--- src/rtl/strand_control_registers_if.sv ---
// -----------------------------------------------------------------------------
// strand_control_registers_if
// Control-register access bus between the memory-access stage (master) and
// the strand control register block (slave).
//   ex_strand          strand performing the access
//   ma_cr_index        register index
//   ma_cr_read_en      read strobe
//   ma_cr_write_en     write strobe
//   ma_cr_write_value  write data
//   cr_read_value      read data, valid one cycle after ma_cr_read_en
// -----------------------------------------------------------------------------
interface strand_control_registers_if #(
   parameter int NUM_STRANDS = 4
);
   localparam int SIW = (NUM_STRANDS > 1) ? $clog2(NUM_STRANDS) : 1;

   logic [SIW-1:0] ex_strand;
   logic [4:0]     ma_cr_index;
   logic           ma_cr_read_en;
   logic           ma_cr_write_en;
   logic [31:0]    ma_cr_write_value;
   logic [31:0]    cr_read_value;

   modport master (
      output ex_strand, ma_cr_index, ma_cr_read_en, ma_cr_write_en, ma_cr_write_value,
      input  cr_read_value
   );

   modport slave (
      input  ex_strand, ma_cr_index, ma_cr_read_en, ma_cr_write_en, ma_cr_write_value,
      output cr_read_value
   );
endinterface

--- src/rtl/strand_control_registers.sv ---
// -----------------------------------------------------------------------------
// strand_control_registers
// Per-core control register block: strand ID, strand enable mask, exception
// handler, per-strand fault PC / cause / pending / double-fault, per-strand
// scratch registers and a free-running 64-bit cycle counter whose high half
// is snapshotted when the low half is read.
// Ports:
//   clk, reset_n                  clock, synchronous active-low reset
//   bus (slave)                   register access bus, registered read data
//   cr_strand_enable              strand run mask to the scheduler
//   cr_exception_handler_address  fault vector
//   cr_fault_pending              per-strand unacknowledged fault
//   wb_latch_fault/pc/cause/strand  fault report from writeback
// CYCLE_RESET is the counter value loaded at reset (0 for normal operation).
// -----------------------------------------------------------------------------
module strand_control_registers #(
   parameter int          NUM_STRANDS   = 4,
   parameter int          CORE_ID       = 0,
   parameter logic [31:0] RESET_HANDLER = 32'h0,
   parameter logic [63:0] CYCLE_RESET   = 64'h0,
   localparam int         SIW           = (NUM_STRANDS > 1) ? $clog2(NUM_STRANDS) : 1
) (
   input  logic                     clk,
   input  logic                     reset_n,
   strand_control_registers_if.slave bus,
   output logic [NUM_STRANDS-1:0]   cr_strand_enable,
   output logic [31:0]              cr_exception_handler_address,
   output logic [NUM_STRANDS-1:0]   cr_fault_pending,
   input  logic                     wb_latch_fault,
   input  logic [31:0]              wb_fault_pc,
   input  logic [3:0]               wb_fault_cause,
   input  logic [SIW-1:0]           wb_fault_strand
);

   typedef enum logic [4:0] {
      CR_STRAND_ID         = 5'd0,
      CR_EXCEPTION_HANDLER = 5'd1,
      CR_FAULT_ADDRESS     = 5'd2,
      CR_FAULT_CAUSE       = 5'd3,
      CR_STRAND_ENABLE     = 5'd4,
      CR_HALT_STRAND       = 5'd5,
      CR_RESUME_STRAND     = 5'd6,
      CR_HALT              = 5'd7,
      CR_CYCLE_LO          = 5'd8,
      CR_CYCLE_HI          = 5'd9,
      CR_SCRATCH0          = 5'd10,
      CR_SCRATCH1          = 5'd11,
      CR_FAULT_PENDING     = 5'd12
   } cr_index_e;

   // One extra bit so the strand count itself (e.g. 32) is representable.
   localparam logic [SIW:0] STRAND_LIMIT = NUM_STRANDS[SIW:0];

   // State
   logic [NUM_STRANDS-1:0] strand_enable;
   logic [31:0]            handler;
   logic [NUM_STRANDS-1:0] pending;
   logic [NUM_STRANDS-1:0] double_fault;
   logic [31:0]            saved_pc    [NUM_STRANDS];
   logic [3:0]             fault_cause [NUM_STRANDS];
   logic [31:0]            scratch0    [NUM_STRANDS];
   logic [31:0]            scratch1    [NUM_STRANDS];
   logic [63:0]            cycle_count;
   logic [31:0]            cycle_hi;
   logic [31:0]            read_value;

   // Decode
   cr_index_e              cr_index;
   logic                   ex_ok;
   logic                   fault_ok;
   logic                   resume_ok;
   logic [SIW-1:0]         resume_strand;
   logic                   read_legal;
   logic [NUM_STRANDS-1:0] enable_next;
   logic [NUM_STRANDS-1:0] pending_clear;
   logic [NUM_STRANDS-1:0] fault_hit;
   logic [31:0]            read_mux;

   assign cr_index      = cr_index_e'(bus.ma_cr_index);
   assign ex_ok         = {1'b0, bus.ex_strand} < STRAND_LIMIT;
   assign fault_ok      = {1'b0, wb_fault_strand} < STRAND_LIMIT;
   assign resume_strand = bus.ma_cr_write_value[SIW-1:0];
   assign resume_ok     = {1'b0, resume_strand} < STRAND_LIMIT;
   // A read colliding with a write is illegal; the write wins and the read
   // returns 0 without side effects (no hi snapshot).
   assign read_legal    = bus.ma_cr_read_en && !bus.ma_cr_write_en;

   // Strand enable next state
   always_comb begin
      // NOTE: every variable written here gets a default first, so no path
      // leaves it unassigned and no latch is inferred.
      enable_next = strand_enable;
      if (bus.ma_cr_write_en) begin
         case (cr_index)
            CR_STRAND_ENABLE: enable_next = bus.ma_cr_write_value[NUM_STRANDS-1:0];
            CR_HALT_STRAND:   if (ex_ok) enable_next[bus.ex_strand] = 1'b0;
            CR_RESUME_STRAND: if (resume_ok) enable_next[resume_strand] = 1'b1;
            CR_HALT:          enable_next = '0;
            default:          ;
         endcase
      end
   end

   // Fault-pending clear mask and incoming fault, one bit per strand
   always_comb begin
      pending_clear = '0;
      fault_hit     = '0;
      if (bus.ma_cr_write_en && cr_index == CR_FAULT_PENDING)
         pending_clear = bus.ma_cr_write_value[NUM_STRANDS-1:0];
      if (wb_latch_fault && fault_ok)
         fault_hit[wb_fault_strand] = 1'b1;
   end

   // Read mux samples pre-update register values of the access cycle
   always_comb begin
      read_mux = '0;
      case (cr_index)
         CR_STRAND_ID:         read_mux = (32'(CORE_ID) << SIW) | 32'(bus.ex_strand);
         CR_EXCEPTION_HANDLER: read_mux = handler;
         CR_FAULT_ADDRESS:     if (ex_ok) read_mux = saved_pc[bus.ex_strand];
         CR_FAULT_CAUSE:       if (ex_ok) read_mux = {double_fault[bus.ex_strand], 27'b0,
                                                      fault_cause[bus.ex_strand]};
         CR_STRAND_ENABLE:     read_mux = 32'(strand_enable);
         CR_CYCLE_LO:          read_mux = cycle_count[31:0];
         CR_CYCLE_HI:          read_mux = cycle_hi;
         CR_SCRATCH0:          if (ex_ok) read_mux = scratch0[bus.ex_strand];
         CR_SCRATCH1:          if (ex_ok) read_mux = scratch1[bus.ex_strand];
         CR_FAULT_PENDING:     read_mux = 32'(pending);
         default:              read_mux = '0;
      endcase
   end

   always_ff @(posedge clk) begin
      if (!reset_n) begin
         strand_enable <= NUM_STRANDS'(1);
         handler       <= RESET_HANDLER;
         pending       <= '0;
         double_fault  <= '0;
         cycle_count   <= CYCLE_RESET;
         cycle_hi      <= '0;
         read_value    <= '0;
         // NOTE: the per-strand arrays are small flop arrays and are cleared
         // explicitly; they must not be mapped onto RAM, which has no reset.
         for (int s = 0; s < NUM_STRANDS; s++) begin
            saved_pc[s]    <= '0;
            fault_cause[s] <= '0;
            scratch0[s]    <= '0;
            scratch1[s]    <= '0;
         end
      end else begin
         // NOTE: sequential state uses non-blocking assignments so every flop
         // samples pre-edge values regardless of statement order.
         strand_enable <= enable_next;
         cycle_count   <= cycle_count + 64'd1;

         if (bus.ma_cr_write_en && cr_index == CR_EXCEPTION_HANDLER)
            handler <= bus.ma_cr_write_value;

         if (bus.ma_cr_read_en)
            read_value <= read_legal ? read_mux : 32'h0;

         // Snapshot the high half together with the low-half read so a
         // following CYCLE_HI read is coherent across a 2^32 carry.
         if (read_legal && cr_index == CR_CYCLE_LO)
            cycle_hi <= cycle_count[63:32];

         if (bus.ma_cr_write_en && ex_ok) begin
            if (cr_index == CR_SCRATCH0) scratch0[bus.ex_strand] <= bus.ma_cr_write_value;
            if (cr_index == CR_SCRATCH1) scratch1[bus.ex_strand] <= bus.ma_cr_write_value;
         end

         // RW1C clear is applied before the fault, so a same-cycle clear and
         // fault latches the new fault fresh.
         for (int s = 0; s < NUM_STRANDS; s++) begin
            pending[s] <= (pending[s] & ~pending_clear[s]) | fault_hit[s];
            if (fault_hit[s]) begin
               if (pending[s] && !pending_clear[s]) begin
                  double_fault[s] <= 1'b1;
               end else begin
                  saved_pc[s]     <= wb_fault_pc;
                  fault_cause[s]  <= wb_fault_cause;
                  double_fault[s] <= 1'b0;
               end
            end else if (pending_clear[s]) begin
               double_fault[s] <= 1'b0;
            end
         end
      end
   end

   assign cr_strand_enable             = strand_enable;
   assign cr_exception_handler_address = handler;
   assign cr_fault_pending             = pending;
   assign bus.cr_read_value            = read_value;

   rw_exclusive_a: assert property (@(posedge clk) disable iff (!reset_n)
      !(bus.ma_cr_read_en && bus.ma_cr_write_en));

endmodule

--- src/flat_wrapper.sv ---
// flat-port wrapper written by rule: the top's interface ports become plain ports
module strand_control_registers_flat 
#(
   parameter int          NUM_STRANDS   = 4,
   parameter int          CORE_ID       = 0,
   parameter logic [31:0] RESET_HANDLER = 32'h0,
   parameter logic [63:0] CYCLE_RESET   = 64'h0,
   localparam int         SIW           = (NUM_STRANDS > 1) ? $clog2(NUM_STRANDS) : 1
)
  (clk, reset_n, cr_strand_enable, cr_exception_handler_address, cr_fault_pending, wb_latch_fault, wb_fault_pc, wb_fault_cause, wb_fault_strand, bus_ex_strand, bus_ma_cr_index, bus_ma_cr_read_en, bus_ma_cr_write_en, bus_ma_cr_write_value, bus_cr_read_value);
  strand_control_registers_if #(.NUM_STRANDS(NUM_STRANDS)) bus_i ();
  input  logic clk;
  input  logic reset_n;
  output logic [NUM_STRANDS-1:0] cr_strand_enable;
  output logic [31:0] cr_exception_handler_address;
  output logic [NUM_STRANDS-1:0] cr_fault_pending;
  input  logic wb_latch_fault;
  input  logic [31:0] wb_fault_pc;
  input  logic [3:0] wb_fault_cause;
  input  logic [SIW-1:0] wb_fault_strand;
  input wire logic [$bits(bus_i.ex_strand)-1:0] bus_ex_strand;
  input wire logic [$bits(bus_i.ma_cr_index)-1:0] bus_ma_cr_index;
  input wire logic [$bits(bus_i.ma_cr_read_en)-1:0] bus_ma_cr_read_en;
  input wire logic [$bits(bus_i.ma_cr_write_en)-1:0] bus_ma_cr_write_en;
  input wire logic [$bits(bus_i.ma_cr_write_value)-1:0] bus_ma_cr_write_value;
  output wire logic [$bits(bus_i.cr_read_value)-1:0] bus_cr_read_value;
  assign bus_i.ex_strand = bus_ex_strand;
  assign bus_i.ma_cr_index = bus_ma_cr_index;
  assign bus_i.ma_cr_read_en = bus_ma_cr_read_en;
  assign bus_i.ma_cr_write_en = bus_ma_cr_write_en;
  assign bus_i.ma_cr_write_value = bus_ma_cr_write_value;
  assign bus_cr_read_value = bus_i.cr_read_value;
  strand_control_registers #(.NUM_STRANDS(NUM_STRANDS), .CORE_ID(CORE_ID), .RESET_HANDLER(RESET_HANDLER), .CYCLE_RESET(CYCLE_RESET)) u_core (.clk(clk), .reset_n(reset_n), .bus(bus_i), .cr_strand_enable(cr_strand_enable), .cr_exception_handler_address(cr_exception_handler_address), .cr_fault_pending(cr_fault_pending), .wb_latch_fault(wb_latch_fault), .wb_fault_pc(wb_fault_pc), .wb_fault_cause(wb_fault_cause), .wb_fault_strand(wb_fault_strand));
endmodule
--- config.mk ---
export PLATFORM = sky130hd
export DESIGN_NAME = strand_control_registers_flat
export DESIGN_NICKNAME = d
export VERILOG_FILES = /design/src/rtl/strand_control_registers_if.sv /design/src/rtl/strand_control_registers.sv /design/src/flat_wrapper.sv
export SDC_FILE = /design/constraint.sdc
export NUM_CORES = 1
export LEC_CHECK = 0
export ABC_CLOCK_PERIOD_IN_PS = 5600
export BUFFER_PORTS_ARGS = -buffer_cell sky130_fd_sc_hd__buf_2
export CAP_MARGIN = 20
export CORE_MARGIN = 4
export CORE_UTILIZATION = 30
export CTS_CLUSTER_SIZE = 25
export DETAILED_ROUTE_END_ITERATION = 16
export HOLD_SLACK_MARGIN = 0.1
export PLACE_DENSITY = 0.51
export SETUP_SLACK_MARGIN = 0.02
export SLEW_MARGIN = 20
export SYNTH_ARGS = -nofsm -noshare
export SYNTH_HDL_FRONTEND = slang
export SYNTH_SLANG_ARGS = --single-unit
export TNS_END_PERCENT = 5
--- constraint.sdc ---
create_clock -name clk -period 5.6 [get_ports clk]
set_input_delay 1.12 -clock clk [delete_from_list [all_inputs] [get_ports clk]]
set_output_delay 1.12 -clock clk [all_outputs]
set_load 0.05 [all_outputs]
==> impl_results.md, run 1 <==
- Number of synthesized register bits: 572
- Max transition margin: 0.281
- Most used DFF post-synth: edfxtp_1
- RSZ-0062 raised after global routing: no
- NumNets Final: ~2,200
- Crit-path cells: buf_2 > nor2b_1 > and2_1 > buf_4 > nand2_1 > o21ai_4 > buf_4
- Combinational share of power: 0.062
- Leak pwr: around 11 nW
- Top-area cell type share of the netlist area: 0.474
- Synth Instances: 2,017
- Initial Util: 0.303
- Period utilisation layout: 0.630
- Hold slack: between 0.4 and 0.5 ns
- Num CTS Buffers: 60
- Initial DRC Count: 1,675
- XOR/XNOR share of the synthesized area: 0.00899
- Chip Width: 299 µm
- Outcome: finished clean
- Max IR drop VDD: 224 µV
- Largest net degree at the start of global routing: 73
- Max-slew violations: 0
- Reg2reg setup slack: ~2.5 ns
- HP Class: reg2reg
- FP Rows: about 110
- Post-synthesis adder-cell area fraction: 0.000494
- Initial antenna violation count: 8
- Finished Core Util: 0.351
- Slowest-stage cell, CP: o21ai_4
- Power Density: approximately 320 nW/µm²
- Top cell by count, worst path: buf_4
- Syn_nets: between 2,000 and 2,500
- Final min period: between 3 and 4 ns
- DRT Pass-1 Iters: 6
- Worst Setup End Kind: flip-flop
- CTS max path bufs: 3
- Area grow syn2layout: 15.9%
- CTS Root Cell: clkbuf_16
- Worst path required time: about 5.9 ns
- Reg clk slew, reported paths: ~0.060 ns
- Power share of the clock group: 0.430
- Mapped Avg Cell Area: between 10 and 15 µm²
- Fraction of layout cells with a size suffix above 1: 0.191
- Register area share after synthesis: 0.610
- CTS sink count: 572
- Post-synth EDFFs: 400
- Hold path depth: 2
- Yosys top cell by area: edfxtp_1
- Setup crit start kind: primary input
- CP peak stage delay: roughly 0.70 ns
- Die Y: around 300 µm
- RR Endpoint: u_core.cycle_count[45]
- Endpoints failing setup: 0
- Placement Cell Area: 27,400 µm²
- Clk Latency, worst-skew pair: between 0.6 and 0.7 ns
- Sequential power share: 0.508
- Worst Min Path Start: u_core.cycle_hi[31]
- Routed vias: between 15,000 and 20,000
- Reg-to-Reg Start: u_core.cycle_count[3]
- Crit Path Max Fanout: 35
- Internal: roughly 0.0072 W
- IO buf count: 153
- Io pins: roughly 150
- Sw Share: 0.228
- Asr flop ratio synth: 0
- Total track usage: 0.177
- Final ANT Viol Nets: 0
- Compound-Gate Fraction of Synth Area: 0.0810
- # hold bufs at CTS: 0
- Simple-Gate Fraction of Synth Area: 0.183
- Post-synthesis mux area share: 0.0906
- # resized after CTS: 0
- Highest clock rate: roughly 0.28 GHz
- Top cells by area, synth: edfxtp_1 (47%), dfxtp_1 (14%), mux4_2 (9.0%)
- TritonCTS clock tree: done
- Reg area: between 15,000 and 20,000 µm²
- Vias/cell: ~5.3
- Post-DP HPWL: roughly 53,000 µm
- Distinct cells, synth: 54
- DR WL/cell: ~25 µm
- Slew @ Worst Pin: about 1.1 ns
- Final hold vios: 0
- Die area: a little under 90,000 µm²
- Most common cell in the netlist: edfxtp_1
- RD Place Congestion: approximately 0.83
- Layout Skew: 0.0185 ns
- WHS Endpoint: u_core.cycle_hi[31]
- Post-synth top cells: edfxtp_1 (400), and3_1 (213), and2_1 (209)
- Area of the multi-input gates: between 9000 and 10,000 µm²
- Postcts setup bufs: 0
- Drt drc: 0
- Worst path arrival time: 3.82 ns
- Crit path kind: in2reg
- Synthesized area: between 20,000 and 30,000 µm²
- Final Instance Area: between 20,000 and 30,000 µm²
- Main combinational cell family by area after synthesis: simple AND/OR/NAND/NOR gates
- H-tree depth: 2
- Fillcell total: roughly 8,100
- Vias in the first global route: about 17,000
- WL final: slightly above 80,000 µm
- Overflow after GRT: 0
- Core area: around 84,000 µm²
- First-pass GRT wire length: ~120,000 µm
- Max-cap violation count: 0
- YS warnings: 0
- R2R depth: 6
- Sum of negative setup slack: 0 ns
- Switching power: 0.00212 W
[state kept, by name, indices dropped and copies added, names as in the netlist]
name                                 cells
u_core.saved_pc                        128
u_core.scratch0                        128
u_core.scratch1                        128
u_core.cycle_count                      64
u_core.bus.cr_read_value                32
u_core.cr_exception_handler_address     32
u_core.cycle_hi                         32
u_core.fault_cause                      16
u_core.cr_fault_pending                  4
u_core.cr_strand_enable                  4
u_core.double_fault                      4
[power by group through the flow]
stage / Clock [W] / Combinational, W / Sequential (W)
finish: 0.00400 / 0.000581 / 0.00473
detailed placement: 0 / 0.000592 / 0.00482
global route: 0.00426 / 0.000618 / 0.00474
CTS: 0.00409 / 0.000593 / 0.00473
floorplan: 0 / 0.000307 / 0.00482
global placement: 0 / 0.000588 / 0.00481
[worst max path at each step]
stage	start	to	slack, ns	cells past startpoint
global route	bus_ma_cr_index[3]	u_core.scratch0[3][20]	1.93	7
global placement	bus_ma_cr_index[3]	u_core.scratch0[3][16]	1.53	7
floorplan	bus_ma_cr_index[4]	u_core.scratch0[0][0]	0.36	7
CTS	bus_ma_cr_index[3]	u_core.scratch0[3][20]	2.08	7
detailed placement	bus_ma_cr_index[3]	u_core.scratch0[3][20]	1.43	7
finish	bus_ma_cr_index[3]	u_core.scratch0[3][20]	2.07	7
[cells by family after synthesis]
group	after synthesis
compound gates	314
xor+xnor	26
fa+ha+maj	1
buf+inv	169
flops	572
mux	103
simple gates	832
[metal layers]
metal | up-vias | global-route usage | part of all wire
li1 | 7837 | - | -
met1 | 9004 | 0.239 | 0.42
met2 | 585 | 0.299 | 0.49
met3 | 111 | 0.0306 | 0.063
met4 | 6 | 0.0398 | 0.020
met5 | - | 0 | 0.00051
[cell usage in the layout (no fill, tap or decap), drive strengths merged, types with 4 or more instances in the layout]
cell type,netlist,layout
clkbuf,146,93
or4,24,24
or3,11,11
o21ai,33,33
nor2b,34,34
nand2,198,198
clkinv,0,14
xor2,18,18
xnor2,8,8
inv,8,9
dfxtp,172,172
nor4,7,7
mux4,101,101
nand3,23,23
a222oi,29,29
nor3b,6,6
nand2b,9,9
a31oi,32,32
bufinv,0,4
a221oi,6,6
edfxtp,400,400
nor3,14,14
o31ai,25,25
nor2,46,46
a22oi,29,29
a21oi,114,114
nand4,28,28
o21a,27,27
and2,210,210
diode,0,5
buf,15,195
and3,213,213
[critical path, delay by kind of cell]
family	cells	cell delay (ns)
simple gates	3	0.98
compound gates	1	0.70
buf+inv	3	0.97
[stage by stage]
step	std cells	worst slack [ns]	power, W
final	3302	2.07	0.00932
after global routing	3299	1.93	0.00962
after CTS	3297	2.08	0.00941
after detailed placement	3185	1.43	0.00542
after global placement	3185	1.53	0.00540
after floorplan	2017	0.364	0.00513
[final cells by class]
type	count	share of cell area
clock inverter	19	0.00686
timing repair buffer	195	0.0376
inverter	8	0.00111
tap	1134	0.0483
clock buffer	93	0.0596
antenna	5	0.000426
multi-input combinational	1276	0.320
sequential	572	0.526
No activity file was read; power rests on OpenSTA's default activity.
==> run 2, diff against run 1 <==
ABC_CLOCK_PERIOD_IN_PS = 3300   (was 5600)
clock period = 3.3 ns   (was 5.6 ns; I/O delays follow)
==> run 2 against run 1 <==
Against the previous run: routed wire length up 0.14%; final cell count up 1.6%; worst setup slack worse by 1.4 ns; clock-buffer cell count down 10; first-iteration DRC count down 4.4%; flip-flop and latch count unchanged; non-clock buffer count up 49; die area unchanged; critical path type is now reg2reg.
==> impl_results.md, run 2 (synthesized netlist as in run 1, its figures left out) <==
- Outcome: finished clean
- DRT Pass-1 Iters: 7 (+1)
- NumNets Final: 2,245 (+2.2%)
- Post-place setup slack: 0.514 ns (-0.918 ns)
- Crit-path cells: nand3_1 > nor2_1 > nand4_2 > or4_1 > a21oi_1
- Initial Util: 0.303 (unchanged)
- Routed vias: 17,493 (-0.29%)
- Die area: 89,100 µm² (unchanged)
- Most frequent cells in the layout: edfxtp_1 (400), and3_1 (211), and2_1 (210)
- Clk Latency, worst-skew pair: 0.62 ns (about the same)
- Largest net degree at the start of global routing: 74 (+1.4%)
- Initial antenna violation count: 10 (+2)
- Layout Skew: 0.0132 ns (-0.00539 ns)
- # hold bufs at CTS: 0 (unchanged)
- RSZ-0062 raised after global routing: no
- Initial DRC Count: 1,602 (-4.4%)
- Worst path arrival time: 3.13 ns (-0.69 ns)
- Chip Width: 299 µm (unchanged)
- # resized after CTS: 0 (unchanged)
- Core area: 83,700 µm² (unchanged)
- CTS Root Cell: clkbuf_16
- Most common cell after layout, fill and taps aside: edfxtp_1
- Total track usage: 0.177 (+0.000622)
- Total power: 0.0162 W (+74%)
- Die Y: 299 µm (unchanged)
- Vias/cell: 5.22 (-1.8%)
- Top Registers: u_core.saved_pc (128), u_core.scratch0 (128), u_core.scratch1 (128)
- Critical path origin: u_core.cycle_count[28]
- Post-DP HPWL: 54,600 µm (+2.3%)
- Drt drc: 0 (unchanged)
- HP Class: in2reg
- Final min period: 2.58 ns
- Fillcell total: 8,044 (-1.2%)
- Crit path kind: reg2reg
- Highest clock rate: approximately 0.39 GHz
- Final ANT Viol Nets: 0 (unchanged)
- Hold slack: 0.353 ns (-0.109 ns)
- CTS sink count: 572 (unchanged)
- Max IR drop VDD: 295 µV (+32%)
- First-pass GRT wire length: 120,000 µm (+0.10%)
- Worst path required time: 3.85 ns (-2.04 ns)
- Vias in the first global route: 17,544 (+1.0%)
- Max-slew violations: 0 (unchanged)
- Reg clk slew, reported paths: 0.06 ns (about the same)
- Max transition margin: 0.466 (+0.186)
- Worst Min Path Start: wb_fault_pc[3]
- Final hold vios: 0 (unchanged)
- WL final: 81,200 µm (+0.14%)
- Slowest-stage cell, CP: or4_1
- Postcts setup bufs: 0 (unchanged)
- Final Worst Setup Slack: 0.720 ns (-1.35 ns)
- Reg-to-Reg Start: u_core.cycle_count[28]
- CP peak stage delay: 0.60 ns (-0.10 ns)
- Setup crit start kind: flip-flop
- Worst Setup End Kind: flip-flop
- Period utilisation layout: 0.782
- Crit Path Max Fanout: 15 (-57%)
- Cell family with the largest share of critical-path delay: simple AND/OR/NAND/NOR gates
- H-tree depth: 2 (unchanged)
- Io pins: 154 (unchanged)
- Overflow after GRT: 0 (unchanged)
- FP Rows: 106 (unchanged)
- Fraction of layout cells with a size suffix above 1: 0.212 (+0.0213)
- RD Place Congestion: 0.823 (-1.3%)
- DP Cell Count: 3,234 (+1.5%)
- Crit path buf inv count: 0 (-3)
- Endpoints failing setup: 0 (unchanged)
- Final Non-Filler Cells: 3,354 (+1.6%)
- Area grow syn2layout: 18.8%
- Num CTS Buffers: 60 (unchanged)
- IO buf count: 153 (unchanged)
- Slew @ Worst Pin: 0.800 ns (-0.278 ns)
- DR WL/cell: 24.2 µm (-1.4%)
- TritonCTS clock tree: done
- Power Density: 538 nW/µm² (+70%)
- CTS max path bufs: 3 (unchanged)
- Max-cap violation count: 0 (unchanged)
- Leak pwr: 11.0 nW (+3.5%)
run 2: cell types whose count changed in the layout (fill, tap and decap cells not counted), moves of 2 or more:
cell        before  now
clkinv_4         0    2
bufinv_16        4    8
clkinvlp_4       0    3
buf_12           1   21
and3_2           4    2
and3_1         209  211
buf_4           43   72
clkbuf_8        10    7
clkinv_2         7   11
clkbuf_1        21   13
run 2: cell type report:
cell class / count / area [µm²] / area share
antenna: 6 / 15.0 / 0.000499
clock buffer: 83 / 1700 / 0.0566
clock inverter: 31 / 374 / 0.0124
inverter: 8 / 32.5 / 0.00108
multi-input combinational: 1276 / 9380 / 0.312
sequential: 572 / 15500 / 0.513
tap: 1134 / 1420 / 0.0471
timing repair buffer: 244 / 1720 / 0.0572
run 2: where the power goes:
group / leakage [nW] / internal (W) / switching [W]
clock: 1.02 / 0.00423 / 0.00289
combinational: 4.60 / 0.000366 / 0.000671
sequential: 5.33 / 0.00794 / 0.0000885
total: 11.0 / 0.0125 / 0.00365
run 2: final timing paths:
check | end | slack (ns) | depth (start not counted)
min reg2reg | u_core.cycle_hi[16] | 0.46 | 2
max | u_core.cycle_count[47] | 0.72 | 5
max reg2reg | u_core.cycle_count[47] | 0.72 | 5
min | u_core.saved_pc[2][3] | 0.35 | 2
run 2: per-stage QoR:
stage                      util  setup TNS [ns]  instance area, µm²
after global placement    0.335               0               28000
after CTS                 0.360               0               30100
after detailed placement  0.335               0               28000
after global routing      0.360               0               30100
final                     0.360               0               30100
after floorplan               -         -129.30               25300
run 2: routing by layer:
layer  part of all wire  wire length [µm]  GRT usage  vias to the layer above
met5           0.000086                 7          0                        -
met4              0.022              1810     0.0435                        2
met3              0.059              4800     0.0250                       98
met2               0.50             40600      0.307                      489
met1               0.42             34000      0.236                     8988
li1                   -                 -          -                     7916
